## config.mk

```make
export PLATFORM = sky130hd
export DESIGN_NAME = count_readout_flat
export DESIGN_NICKNAME = d
export VERILOG_FILES = /design/src/rtl/count_readout_if.sv /design/src/rtl/count_readout.sv /design/src/flat_wrapper.sv
export SDC_FILE = /design/constraint.sdc
export NUM_CORES = 1
export LEC_CHECK = 0
export ABC_CLOCK_PERIOD_IN_PS = 4080
export CAP_MARGIN = 10
export CORE_ASPECT_RATIO = 1.5
export CORE_MARGIN = 8
export CORE_UTILIZATION = 43
export CTS_CLUSTER_DIAMETER = 200
export DETAILED_ROUTE_END_ITERATION = 7
export GPL_TIMING_DRIVEN = 0
export PLACE_DENSITY_LB_ADDON = 0.25
export SLEW_MARGIN = 20
export SYNTH_ARGS = -nofsm -noshare
export SYNTH_HDL_FRONTEND = slang
export SYNTH_SLANG_ARGS = --single-unit
```

## constraint.sdc

```tcl
create_clock -name Clk -period 4.08 [get_ports Clk]
set_input_delay 0.408 -clock Clk [delete_from_list [all_inputs] [get_ports Clk]]
set_output_delay 0.408 -clock Clk [all_outputs]
set_load 0.01 [all_outputs]
```

## src/rtl/count_readout_if.sv

```systemverilog
// Valid/ready word stream from count_readout toward the host link.
interface count_readout_if #(
  parameter int NBITS = 4
);
  logic [NBITS-1:0] Data_o;
  logic             Valid_o;
  logic             Ready_i;
  logic             Last_o;

  modport master (output Data_o, Valid_o, Last_o, input Ready_i);
  modport slave  (input Data_o, Valid_o, Last_o, output Ready_i);
endinterface

```

## src/rtl/count_readout.sv

```systemverilog
// count_readout: snapshots detector counters when a window completes and streams them as one frame.
// Optional macro CHECKSUM_EN appends an XOR checksum word to each frame.
module count_readout #(
  parameter int NCHAN = 4,
  parameter int NBITS = 4
) (
  input  logic             Clk,
  input  logic             Rst_n,
  input  logic             Enable_i,
  input  logic [NBITS-1:0] nCycles_i,
  input  logic [NBITS-1:0] Cnt_Clk,
  input  logic [NBITS-1:0] Cnt_chann [NCHAN-1:0],
  input  logic [NBITS-1:0] Cnt_pairs [NCHAN*(NCHAN-1)/2-1:0],
  count_readout_if.master  bus,
  output logic             Busy_o,
  output logic             Restart_o,
  output logic             Overrun_o
);
  localparam int NPAIRS = NCHAN*(NCHAN-1)/2;
  localparam int NDATA  = 1 + NCHAN + NPAIRS;
`ifdef CHECKSUM_EN
  localparam int NWORDS = NDATA + 1;
`else
  localparam int NWORDS = NDATA;
`endif
  localparam int IDXW = $clog2(NWORDS + 1);

  typedef enum logic [1:0] {
    IDLE    = 2'd0,
    SEND    = 2'd1,
`ifdef CHECKSUM_EN
    CSUM    = 2'd2,
`endif
    RESTART = 2'd3
  } state_t;

  state_t state_q, state_d;

  logic                        done, done_q, trigger, hs, last_data;
  logic [IDXW-1:0]             idx_q;
  logic [NDATA-1:0][NBITS-1:0] snap_q, snap_d;
  logic [NBITS-1:0]            word;

  assign done      = Enable_i && (Cnt_Clk == nCycles_i);
  assign trigger   = done && !done_q;
  assign hs        = bus.Valid_o && bus.Ready_i;
  assign last_data = (idx_q == IDXW'(NDATA - 1));

  // Frame order: clock count, channel counts, pair counts
  assign snap_d[0] = Cnt_Clk;
  for (genvar c = 0; c < NCHAN; c++) begin : g_chan
    assign snap_d[1+c] = Cnt_chann[c];
  end
  for (genvar p = 0; p < NPAIRS; p++) begin : g_pair
    assign snap_d[1+NCHAN+p] = Cnt_pairs[p];
  end

  always_ff @(posedge Clk or negedge Rst_n) begin
    if (!Rst_n) begin
      done_q    <= 1'b0;
      Overrun_o <= 1'b0;
      snap_q    <= '0;
      idx_q     <= '0;
    end else begin
      done_q <= done;
      if (trigger && state_q != IDLE) Overrun_o <= 1'b1;
      if (trigger && state_q == IDLE) begin
        snap_q <= snap_d;
        idx_q  <= '0;
      end else if (state_q == SEND && hs && !last_data) begin
        idx_q <= idx_q + IDXW'(1);
      end
    end
  end

  always_comb begin
    word = '0;
    for (int i = 0; i < NDATA; i++)
      if (idx_q == IDXW'(i)) word = snap_q[i];
  end

`ifdef CHECKSUM_EN
  logic [NBITS-1:0] csum;
  always_comb begin
    csum = '0;
    for (int i = 0; i < NDATA; i++) csum = csum ^ snap_q[i];
  end
`endif

  always_ff @(posedge Clk or negedge Rst_n) begin
    if (!Rst_n) state_q <= IDLE;
    else        state_q <= state_d;
  end

  always_comb begin
    state_d = state_q;
    case (state_q)
      IDLE:    if (trigger) state_d = SEND;
`ifdef CHECKSUM_EN
      SEND:    if (hs && last_data) state_d = CSUM;
      CSUM:    if (hs) state_d = RESTART;
`else
      SEND:    if (hs && last_data) state_d = RESTART;
`endif
      RESTART: state_d = IDLE;
      default: state_d = IDLE;
    endcase
  end

  // Outputs decode straight from state so an async reset drops them at once
  always_comb begin
    bus.Data_o  = '0;
    bus.Valid_o = 1'b0;
    bus.Last_o  = 1'b0;
    Restart_o   = 1'b0;
    Busy_o      = (state_q != IDLE);
    case (state_q)
      SEND: begin
        bus.Valid_o = 1'b1;
        bus.Data_o  = word;
`ifndef CHECKSUM_EN
        bus.Last_o  = last_data;
`endif
      end
`ifdef CHECKSUM_EN
      CSUM: begin
        bus.Valid_o = 1'b1;
        bus.Data_o  = csum;
        bus.Last_o  = 1'b1;
      end
`endif
      RESTART: Restart_o = 1'b1;
      default: ;
    endcase
  end
endmodule

```

## src/flat_wrapper.sv

```systemverilog
// flat-port wrapper written by rule: the top's interface ports become plain ports
module count_readout_flat 
#(
  parameter int NCHAN = 4,
  parameter int NBITS = 4
)
  (Clk, Rst_n, Enable_i, nCycles_i, Cnt_Clk, Cnt_chann, Cnt_pairs, Busy_o, Restart_o, Overrun_o, bus_Data_o, bus_Valid_o, bus_Last_o, bus_Ready_i);
  count_readout_if #(.NBITS(NBITS)) bus_i ();
  input  logic Clk;
  input  logic Rst_n;
  input  logic Enable_i;
  input  logic [NBITS-1:0] nCycles_i;
  input  logic [NBITS-1:0] Cnt_Clk;
  input  logic [NBITS-1:0] Cnt_chann[NCHAN-1:0];
  input  logic [NBITS-1:0] Cnt_pairs[NCHAN*(NCHAN-1)/2-1:0];
  output logic Busy_o;
  output logic Restart_o;
  output logic Overrun_o;
  output wire logic [$bits(bus_i.Data_o)-1:0] bus_Data_o;
  output wire logic [$bits(bus_i.Valid_o)-1:0] bus_Valid_o;
  output wire logic [$bits(bus_i.Last_o)-1:0] bus_Last_o;
  input wire logic [$bits(bus_i.Ready_i)-1:0] bus_Ready_i;
  assign bus_Data_o = bus_i.Data_o;
  assign bus_Valid_o = bus_i.Valid_o;
  assign bus_Last_o = bus_i.Last_o;
  assign bus_i.Ready_i = bus_Ready_i;
  count_readout #(.NCHAN(NCHAN), .NBITS(NBITS)) u_core (.Clk(Clk), .Rst_n(Rst_n), .Enable_i(Enable_i), .nCycles_i(nCycles_i), .Cnt_Clk(Cnt_Clk), .Cnt_chann(Cnt_chann), .Cnt_pairs(Cnt_pairs), .bus(bus_i), .Busy_o(Busy_o), .Restart_o(Restart_o), .Overrun_o(Overrun_o));
endmodule
```

* After elaboration in Yosys (flattened, before gate mapping) *
Cells that the tools add are included.

operators by class
  add/sub/neg operators = 1
  $mul = 0
  divide/modulo/power cells = 0
  $lt $le $gt $ge = 0
  equality and inequality tests = 15
  shifts and indexed selects = 0
  muxes and demuxes = 20
  bitwise logic cells = 0
  reduce and logical (&&, ||, !) cells = 15

operators with widths
  kind                                           count
  two-way mux 4 bit                              14
  == test 4 x 3 -> 1 bit, second input constant  4
  == test 4 bit, second input constant           3
  == test 4 x 2 -> 1 bit, second input constant  2
  logical AND 1 bit                              8
  adder 4 x 1 -> 4 bit, second input constant    1
  == test 4 x 1 -> 1 bit, second input constant  1
  == test 4 bit                                  1
  zero test 4 bit                                1
  two-way mux 2 bit                              2
  case mux 2 bit (2 select lines)                1
  nonzero test 2 bit                             2
  two-way mux 1 bit                              3
  == test 2 x 1 -> 1 bit, second input constant  1
  == test 2 bit, second input constant           1
  zero test 1 bit                                2
  zero test 2 bit                                1
  != test 2 x 1 -> 1 bit, second input constant  1
  != test 2 bit, second input constant           1
  AND reduction 2 bit                            1

storage, ports and cells
  register bits after elaboration = 52
  latch bits = 0
  bits in writable memories = 0
  bits in read-only memories = 0
  input port bits = 52
  memories kept = 0

* Logic depth before layout (Yosys ltp) *
  word-level depth = 13
  depth in mapped cells = 8
  mapped depth without buffers = 6

* Worst setup path before layout *
OpenSTA, ideal clock, no wires.

  path kind = register -> output
  start = reg u_core.idx_q[0]
  end = out bus_Data_o[0]
  arrival time = 1.872 ns
  data required time = 3.672 ns
  path slack = 1.800 ns
  stages on the path, launching flop included = 8
  cell sequence = dfrtp_1 inv_1 ha_1 buf_2 nor2b_1 a221oi_1 or4_1 a211oi_1

on the way
  longest elaborated chain between the ends = 13

RTL lines
  what                             RTL line              source
  start: declaration               count_readout.sv:40   logic [IDXW-1:0] idx_q;
  start signal: assignment         count_readout.sv:71   idx_q <= idx_q + IDXW'(1);
  zero test 4 bit                  count_readout.sv:79   if (idx_q == IDXW'(i)) word = snap_q[i];
  two-way mux 4 bit (10 in a row)  count_readout.sv:79
  two-way mux 4 bit *              count_readout.sv:79
  two-way mux 4 bit *              count_readout.sv:117  case (state_q)
  end: declaration                 flat_wrapper.sv:19    output wire logic [$bits(bus_i.Data_o)-1:0] bus_Data_o;

Every way passes the cells marked *; elsewhere a longest branch is shown, timed or not.

* Worst setup path after layout *
Ends and elaborated chain as after synthesis.

==> metrics.md <==
| Metric | Value |
|---|---|
| CP Capture Type | `output port` |
| First-pass GRT wire length | `11.2 mm` |
| TritonCTS clock tree | `built` |
| Num CTS Buffers | `5` |
| Final setup violation count | `0` |
| Max-cap violations | `0` |
| Post-synthesis cell type count | `45` |
| Die area | `0.00923 mm2` |
| Synth Instances | `220` |
| Routed via count | `1994` |
| # hold bufs at CTS | `0` |
| Die Span Y | `114 um` |
| Antenna Nets Post-Route | `0` |
| Most common flop cell mapped by yosys | `dfrtp_1` |
| CTS root buffer | `clkbuf_8` |
| Post-CTS Resized | `0` |
| Wire per inst | `18.2 um` |
| Critical Path RT | `3.67 ns` |
| Vias in the first global route | `2237` |
| Via/cell ratio | `5.51` |
| Antenna violations before repair | `0` |
| Status | `complete, no violations` |
| Row count | `35` |
| Minimum clock period | `3.38 ns` |
| Setup WS pre-CTS | `1.06 ns` |
| Area leader, netlist | `dfrtp_1` |
| Largest cells by area after synthesis | `dfrtp_1, mux2_4, mux2_2` |
| CTS clock-pin slew for the worst setup and hold paths | `0.10 ns` |
| Share of layout cells above drive strength 1 | `0.233` |
| NumNets Final | `343` |
| Clk buf depth | `2` |
| Total wire length | `6.59 mm` |
| Setup repair bufs after CTS | `0` |
| Final GP Congestion | `0.843` |
| Synth Area in Compound Gates | `0.131` |
| Synthesized area per cell | `12.4 um2` |
| Setup TNS | `0 ns` |
| Syn_nets | `276` |
| Hold Crit Class | `in -> async` |
| Grt total ovfl | `0` |
| Power Density | `688 mW/mm2` |
| Final Hold Viols | `0` |
| Area Growth Syn to Fin | `28.5%` |
| Residual DRC | `0` |
| DR pass1 iterations | `4` |
| Final Skew | `0.0130 ns` |
| Synth Area in Adders | `0.0183` |
| Final worst slack | `0.698 ns` |
| Simple-gate area share of the yosys netlist | `0.0868` |
| PortBufs | `60` |
| Mux cell area share after synthesis | `0.222` |
| Hold slack | `0.116 ns` |
| Seq/Total Area, Yosys | `0.475` |
| XOR/XNOR Fraction of Synth Area | `0.0224` |
| Kind of critical path | `reg -> out` |
| Crit-path max FO | `10` |
| Synthesis Warnings | `0` |
| Max Freq | `296 MHz` |
| Unrepaired setup endpoints after global routing | `false` |
| Top Ports | `61` |
| Synth top area share | `0.475` |
| Leakage power figure | `1.59 nW` |
| Slew Viols, Final | `0` |
| Die width | `81.2 um` |
| Startpoint Class | `flip-flop` |
| Iter 0 DRT Violations | `139` |
| Largest family of logic cells by synthesized area | `multiplexers` |
| Max_slew headroom | `0.567` |
| Worst-Skew Late Latency | `0.31 ns` |
| Post-Synthesis Cell Area | `0.00274 mm2` |
| Worst Tran Pin Value | `0.650 ns` |
| GRT Total Usage | `0.154` |
| # clock sinks | `52` |
| Post-DP HPWL | `4.99 mm` |
| Post-synth EDFFs | `0` |
| Post-synthesis async set-or-reset flop share | `1.00` |
| Initial Util | `0.444` |
| Critical Path AT | `2.97 ns` |
| Max rail drop VDD | `0.000322 V` |
| Crit share post-route | `0.829` |
| N_diodes | `0` |
| Largest net degree at the start of global routing | `53` |
| Yosys reg bits | `52` |
| H-tree levels | `2` |
| Core area | `0.00617 mm2` |
## critical path, cell delays in order, from the launching register on
cell and delay, ns:
dfrtp_1 0.42, ha_1 0.23, clkbuf_1 0.25, inv_1 0.28
o22ai_1 0.14, or4_1 0.50, a211oi_1 0.26, clkdlybuf4s50_1 0.59
## flip-flops by register name, indices dropped and copies added, names as in the netlist
name / flops
u_core.Overrun_o: 1
u_core.state_q: 2
u_core.idx_q: 4
u_core.done_q: 1
u_core.snap_q: 44
## metrics by stage
| step | instances | instance area (um2) | util | total power (W) |
|---|---|---|---|---|
| 3_3_place_gp | 354 | 3430 | 0.556 | 0.00210 |
| 4_1_cts | 362 | 3520 | 0.570 | 0.00243 |
| 5_1_grt | 362 | 3520 | 0.570 | 0.00259 |
| 6_report | 362 | 3520 | 0.570 | 0.00242 |
| 3_5_place_dp | 354 | 3430 | 0.555 | 0.00212 |
| 2_1_floorplan | 220 | 2740 | - | 0.00172 |
## final timing paths
check,start,to,slack (ns),cells after the start
setup reg to reg,u_core.idx_q[1]$_DFFE_PN0P_,u_core.idx_q[2]$_DFFE_PN0P_,2.48,5
min in group Clk,u_core.state_q[1]$_DFFE_PN0P_,u_core.state_q[0]$_DFFE_PN0P_,0.49,1
hold / removal,Rst_n,u_core.Overrun_o$_DFFE_PN0P_,0.12,1
max in group asynchronous,Rst_n,u_core.snap_q[22]$_DFFE_PN0P_,3.53,1
setup / recovery,u_core.idx_q[0]$_DFFE_PN0P_,bus_Data_o[0],0.70,7
hold reg to reg,u_core.state_q[1]$_DFFE_PN0P_,u_core.state_q[0]$_DFFE_PN0P_,0.49,1
## cell families after synthesis
group           after synthesis
flops                        52
compound gates               50
xor+xnor                      7
fa+ha+maj                     4
buf+inv                      23
mux                          45
simple gates                 39
## where the power goes
group / internal (W) / switching (W) / leakage [nW]
logic: 0.000653 / 0.000532 / 0.894
clock network: 0.000122 / 0.000178 / 0.0445
registers: 0.000762 / 0.000174 / 0.648
total: 0.00154 / 0.000884 / 1.59
## layer usage
metal | wire length (um) | up-vias | global-route usage
met2 | 3500 | 68 | 0.271
met3 | 308 | 9 | 0.0339
met1 | 2660 | 978 | 0.175
met5 | 0 | - | 0
li1 | - | 939 | -
met4 | 116 | 0 | 0.0539
## cell usage in the layout (no fill, tap or decap), types with 5 or more instances in the layout
cell / n
inv_1: 8
clkbuf_8: 5
clkdlybuf4s50_1: 59
nand2b_1: 5
dfrtp_1: 52
a211oi_1: 9
mux2_4: 27
clkbuf_1: 6
mux2_2: 17
o22ai_1: 6
and2_1: 6
buf_2: 5
nor2_1: 9
a21oi_1: 11
## cell type report
cell class                      count  area, um2
Multi-Input combinational cell    145       1320
Clock buffer                        5       68.8
Clock inverter                      3       21.3
Inverter                            8       30.0
Sequential cell                    52       1300
Fill cell                         528       2660
Timing Repair Buffer               60        598
Buffer                             15       92.6
Tap cell                           74       92.6
## synth_stat cells, drive strengths merged (2+ instances only)
cell type and instances:
ha 4, nor2 9, a221oi 3, o22ai 6, o221ai 4, xnor2 3
dfrtp 52, nand3 3, buf 9, clkbuf 6, nand4 2, a211oi 9
nor2b 3, inv 8, a21oi 11, a31oi 2, xor2 4, o21ai 2
nand2b 5, mux2 44, o21a 2, a221o 2, nor3 2, nand3b 2
and2 6
No activity file was read; power rests on OpenSTA's default activity.
